===== config.mk =====
export PLATFORM = sky130hd
export DESIGN_NAME = fx_mac_stream
export DESIGN_NICKNAME = d
export VERILOG_FILES = /design/src/rtl/fx_mac_stream.sv
export SDC_FILE = /design/constraint.sdc
export NUM_CORES = 2
export LEC_CHECK = 0
export CORE_ASPECT_RATIO = 1.2
export CORE_MARGIN = 2
export CORE_UTILIZATION = 25
export CTS_CLUSTER_DIAMETER = 200
export DETAILED_ROUTE_END_ITERATION = 12
export PLACE_DENSITY = 0.38
export SYNTH_ARGS = -nofsm -noshare
export SYNTH_HDL_FRONTEND = slang
export SYNTH_SLANG_ARGS = --single-unit

===== constraint.sdc =====
create_clock -name clk -period 10.9 [get_ports clk]
set_input_delay 1.09 -clock clk [delete_from_list [all_inputs] [get_ports clk]]
set_output_delay 1.09 -clock clk [all_outputs]
set_load 0.05 [all_outputs]

===== src/rtl/fx_mac_stream.sv =====
`default_nettype none
// ============================================================================
// Module   : fx_mac_stream
// Purpose  : Streaming fixed-point multiply-accumulate. Accepts (A,B) term
//            pairs under valid/ready, accumulates full-precision products
//            and emits one rounded, saturated DWIDTH result per vector.
// Revision : 1.0  initial release
// ============================================================================
module fx_mac_stream #(
    parameter int DWIDTH = 32,
    parameter int FRAC   = 24,
    parameter int GUARD  = 8,
    parameter int ROUND  = 1
) (
    input  logic                     clk,
    input  logic                     rst,
    input  logic                     in_valid,
    output logic                     in_ready,
    input  logic signed [DWIDTH-1:0] in_a,
    input  logic signed [DWIDTH-1:0] in_b,
    input  logic                     in_last,
    output logic                     out_valid,
    input  logic                     out_ready,
    output logic        [DWIDTH-1:0] out_data,
    output logic                     out_ovf
);

    localparam int c_pw   = 2 * DWIDTH;
    localparam int c_accw = c_pw + GUARD;

    // Rounding bias: half an output LSB when rounding, nothing when truncating.
    localparam logic [c_accw-1:0] c_half =
        (ROUND != 0) ? ({{(c_accw-1){1'b0}}, 1'b1} << (FRAC - 1)) : '0;

    logic                     w_en;
    logic signed [c_pw-1:0]   w_prod;
    logic signed [c_accw-1:0] w_p_ext;
    logic signed [c_accw-1:0] w_acc_base;
    logic signed [c_accw-1:0] w_rnd;
    logic signed [c_accw-1:0] w_shr;
    logic                     w_in_range;

    logic signed [c_pw-1:0]   r_p;
    logic                     r_p_valid;
    logic                     r_p_last;
    logic signed [c_accw-1:0] r_acc;
    logic                     r_first;
    logic                     r_a_done;
    logic                     r_out_valid;
    logic        [DWIDTH-1:0] r_out_data;
    logic                     r_out_ovf;

    // Whole pipeline moves together; it only stalls when a result is stuck.
    assign w_en     = !r_out_valid || out_ready;
    assign in_ready = w_en;

    assign w_prod     = in_a * in_b;
    assign w_p_ext    = {{GUARD{r_p[c_pw-1]}}, r_p};
    assign w_acc_base = r_first ? '0 : r_acc;
    assign w_rnd      = r_acc + c_half;
    assign w_shr      = w_rnd >>> FRAC;

    // Result fits when every bit from the output sign bit upward agrees.
    assign w_in_range = (&w_shr[c_accw-1:DWIDTH-1]) || !(|w_shr[c_accw-1:DWIDTH-1]);

    // Stage 1: register the full-width product of the accepted term.
    always_ff @(posedge clk) begin
        if (rst) begin
            r_p       <= '0;
            r_p_valid <= 1'b0;
            r_p_last  <= 1'b0;
        end else if (w_en) begin
            r_p       <= w_prod;
            r_p_valid <= in_valid;
            r_p_last  <= in_last;
        end
    end

    // Stage 2: accumulate; the first term of a vector overwrites the old sum.
    always_ff @(posedge clk) begin
        if (rst) begin
            r_acc    <= '0;
            r_first  <= 1'b1;
            r_a_done <= 1'b0;
        end else if (w_en) begin
            if (r_p_valid) begin
                r_acc   <= w_acc_base + w_p_ext;
                r_first <= r_p_last;
            end
            r_a_done <= r_p_valid && r_p_last;
        end
    end

    // Stage 3: round, saturate and hold the result until it is consumed.
    always_ff @(posedge clk) begin
        if (rst) begin
            r_out_valid <= 1'b0;
            r_out_data  <= '0;
            r_out_ovf   <= 1'b0;
        end else if (w_en) begin
            if (r_a_done) begin
                r_out_valid <= 1'b1;
                if (w_in_range) begin
                    r_out_data <= w_shr[DWIDTH-1:0];
                    r_out_ovf  <= 1'b0;
                end else if (!w_shr[c_accw-1]) begin
                    r_out_data <= {1'b0, {(DWIDTH-1){1'b1}}};
                    r_out_ovf  <= 1'b1;
                end else begin
                    r_out_data <= {1'b1, {(DWIDTH-1){1'b0}}};
                    r_out_ovf  <= 1'b1;
                end
            end else begin
                r_out_valid <= 1'b0;
            end
        end
    end

    assign out_valid = r_out_valid;
    assign out_data  = r_out_data;
    assign out_ovf   = r_out_ovf;

endmodule
`default_nettype wire


==> flow_results.org <==
** Status
- The run finished with clean final reports.

** Cells and area
- Final Instance Area :: 52560 um^2
- Commonest non-fill, non-tap cell in the layout :: sky130_fd_sc_hd__fa_1
- Commonest cells after routing, fill and taps aside :: 1083 x sky130_fd_sc_hd__fa_1, 1074 x sky130_fd_sc_hd__inv_1, 797 x sky130_fd_sc_hd__nand2_1
- The number of antenna diodes in the final layout is 0.
- Final #Nets :: 6827
- Area delta synth->final :: 9.304%
- Layout cell share with drive strength beyond 1 :: 3.645%

** Synthesis
- Averaged over all synthesized cells, the footprint is 8.764 um^2.
- Area share of the largest cell type after synthesis :: 45.09%
- Summing the areas of all compound-gate instances in the mapped netlist gives 8.841% of the synthesized area.
- Proportion of synthesized chip area in sequential cells :: 7.244%
- Share of synthesized cell area in and, or, nand and nor gates :: 18.21%
- Yosys warns :: 0
- In the synthesized netlist the dominant register cell turns out to be sky130_fd_sc_hd__dfxtp_1.
- Xor and xnor fraction of the mapped netlist area :: 2.969%
- Synthesis inferred 174 register bits.
- Multiplexer area fraction after synthesis :: 0.08846%
- By area the synthesized netlist is led by sky130_fd_sc_hd__fa_1 45%, sky130_fd_sc_hd__inv_1 8.4%, sky130_fd_sc_hd__dfxtp_1 7.2%.
- Of all flip-flops after synthesis, the portion carrying an async set or reset was 0%.
- Post-synth top area cell :: sky130_fd_sc_hd__fa_1
- Count of cell types in the netlist :: 85
- Post-Synth Adder-Cell Area :: 51.75%
- Number of enable flip-flop cells after synthesis :: 0
- Dominant combinational cell family by area after synthesis :: adder cells
- Counting every net in the synthesized netlist gives 6895.
- Counting every instance in the synthesized netlist gives 5487.
- Post-Syn Area :: 48090 um^2

** Critical path
- Sort of element at the start of the critical path :: input port
- Critical Setup Path Class :: in2reg
- Slowest CP cell :: sky130_fd_sc_hd__clkdlybuf4s50_1
- Data arrival time of the critical path :: 9970 ps
- Worst EP required :: 11310 ps
- The worst setup path is captured at a flop.
- Highest cell delay on the worst timing path :: 880 ps
- The cell that appears most often on the critical path is sky130_fd_sc_hd__fa_1.
- In this run the worst path has a maximum fanout of 18.
- Flop-to-flop setup slack :: 6090 ps

** STA
- Setup-failing EPs final :: 0
- Final-layout setup total negative slack :: 0 ps
- The hold violation total from the final report came to 0.
- Setup clock skew after layout :: 15.57 ps
- The max-slew violation count is 0.
- The worst pin sits at a relative slew slack of 32.01%.
- Setup repair after global routing left no endpoint under its margin.
- For this run, the top clock speed supported by timing is 104.6 MHz.
- Post-route clock period utilization :: 87.71%
- At the pin with the least slew margin, the transition time is 1017 ps.
- The smallest clock period supported by the final layout is computed as 9560 ps.

** Drt
- Vias per std cell :: 4.452
- The final route contains 35280 vias.
- Iteration-0 DRC Markers :: 1388
- Pre-antenna DRT Iters :: 5
- Detail Route Antenna Nets :: 0
- Dividing the detail-routed wire length by the instance count gives 18.49 um.
- The final layout contains routed wiring with a total length of 146500 um.
- After detailed routing, the number of remaining DRC violations is 0.

** Place
- Summed over all nets, the half-perimeter wirelength after detailed placement is 125100 um.
- Placed cell areas :: 51980 um^2
- # port buffers :: 103
- At the end of routability-driven placement, the weighted congestion stood at 0.8130.

** Global route
- Global-route wire length before repair :: 235700 um
- The number of antenna violations at the first check in global routing came to 3.
- Maximum number of pins on one net before global-route repair :: 62
- Summed over all layers, the global routing overflow is 0.
- Global routing used 15.35% of the available tracks.
- The number of global-route vias before repair was 39491.

** Die
- From bottom edge to top edge, the die measures 484.4 um.
- Number of placed I/O pins :: 104
- The floorplan step defined a die boundary enclosing 195900 um^2.
- Std-Cell Rows :: 176
- The die is 404.4 um wide.
- Starting density of the core :: 25.13%
- The core region is 191400 um^2.

** Clock network
- Clock-pin slew was measured on the worst setup and hold paths at 70 ps.
- Hold buffers post-CTS :: 0
- Post-CTS setup buffer count :: 0
- For the worst-skew pair, the clock arrives at the later sink with an insertion delay of 490 ps.
- In this run the deepest clock path goes through 2 buffers.
- Gates resized during post-CTS repair numbered 0.
- Number of sinks driven by the clock tree :: 174
- H-Tree Depth :: 4
- Number of CTS-inserted buffers :: 17
- TritonCTS built the clock tree.
- Clock tree root driver cell :: sky130_fd_sc_hd__clkbuf_16

** Flow run
- The tool flagged a number of max-cap violations equal to 0.

** Min path
- The path class of the tightest hold or removal check is reg2reg.
-- synthesized netlist by cell type, types with 5 or more instances --
master and count:
sky130_fd_sc_hd__a211oi_1 28, sky130_fd_sc_hd__o21ai_1 23, sky130_fd_sc_hd__a31oi_1 27, sky130_fd_sc_hd__a21oi_1 248, sky130_fd_sc_hd__nand2b_1 23, sky130_fd_sc_hd__nor2b_1 109
sky130_fd_sc_hd__inv_1 1075, sky130_fd_sc_hd__fa_1 1083, sky130_fd_sc_hd__and3_1 26, sky130_fd_sc_hd__a211o_1 5, sky130_fd_sc_hd__o211a_1 32, sky130_fd_sc_hd__nand4_1 50
sky130_fd_sc_hd__clkbuf_1 293, sky130_fd_sc_hd__buf_2 5, sky130_fd_sc_hd__nor4_1 11, sky130_fd_sc_hd__dfxtp_1 174, sky130_fd_sc_hd__or2_2 6, sky130_fd_sc_hd__nor3_1 30
sky130_fd_sc_hd__nand3b_1 6, sky130_fd_sc_hd__o21a_1 13, sky130_fd_sc_hd__a21o_1 101, sky130_fd_sc_hd__o21bai_1 22, sky130_fd_sc_hd__o31ai_1 8, sky130_fd_sc_hd__a21boi_0 7
sky130_fd_sc_hd__nor2_1 103, sky130_fd_sc_hd__nand2_1 798, sky130_fd_sc_hd__or3_1 16, sky130_fd_sc_hd__o211ai_1 12, sky130_fd_sc_hd__o21ai_0 80, sky130_fd_sc_hd__xor2_1 72
sky130_fd_sc_hd__o21ai_2 10, sky130_fd_sc_hd__xnor2_1 91, sky130_fd_sc_hd__a221oi_1 5, sky130_fd_sc_hd__and2_1 493, sky130_fd_sc_hd__buf_1 10, sky130_fd_sc_hd__nand3_1 52
sky130_fd_sc_hd__ha_1 256, sky130_fd_sc_hd__and4_1 13
-- per-stage QoR --
step	setup slack (ps)	instances	hold slack [ps]	util (%)
2_1_floorplan	2202	5487	427.3	-
3_3_place_gp	758.2	7892	433.6	27.16
3_5_place_dp	745.0	7892	440.2	27.16
4_1_cts	1274	7924	450.0	27.47
5_1_grt	853.3	7924	469.1	27.47
6_report	1340	7924	445.2	27.47
-- sequential cells by signal (all words and copies together), names as in the netlist --
| register | flops |
|---|---|
| out_data | 32 |
| out_ovf | 1 |
| out_valid | 1 |
| r_a_done | 1 |
| r_acc | 72 |
| r_first | 1 |
| r_p | 64 |
| r_p_last | 1 |
| r_p_valid | 1 |
-- metal layers --
layer  part of all wire (%)  track usage (%)  wire, um  vias to the layer above
li1                       -                -         -                    16477
met1                     48            21.53     70860                    18269
met5                  0.029                0        42                        -
met4                    1.3            2.369      1947                        6
met2                     48            25.90     70060                      437
met3                    2.5            1.518      3602                       91
-- critical path: cells and delay by family --
kind / cells / cell delay (ps)
compound gates: 9 / 1920
fa+ha+maj: 9 / 4340
buf+inv: 7 / 1660
simple gates: 4 / 930
-- logic make-up (layout without fill, tap and decap cells) --
| group | count (synthesis) | after routing |
|---|---|---|
| flops | 174 | 174 |
| fa+ha+maj | 1339 | 1339 |
| buf+inv | 1388 | 1333 |
| simple gates | 1757 | 1757 |
| mux | 4 | 4 |
| compound gates | 662 | 662 |
| xor+xnor | 163 | 163 |
-- path summary, 6_finish.rpt --
path                               start        end  depth (start not counted)
worst min register to register  r_acc[6]   r_acc[6]                          2
worst max-delay path            in_a[15]    r_p[63]                         29
worst max register to register   r_first  r_acc[69]                         16
worst min-delay path            r_acc[6]   r_acc[6]                          2
-- area by class of cell --
class,count,area [um^2]
clock buffer,18,429.2
clock inverter,14,157.7
fill,20587,138800
inverter,1076,4039
multi-input combinational,3925,39380
sequential,174,3485
tap,2492,3118
timing repair buffer,225,1957
Power is left out: the tool's default activity adds up to more than one toggle a clock period on the data nets, which glitch-free logic cannot reach.
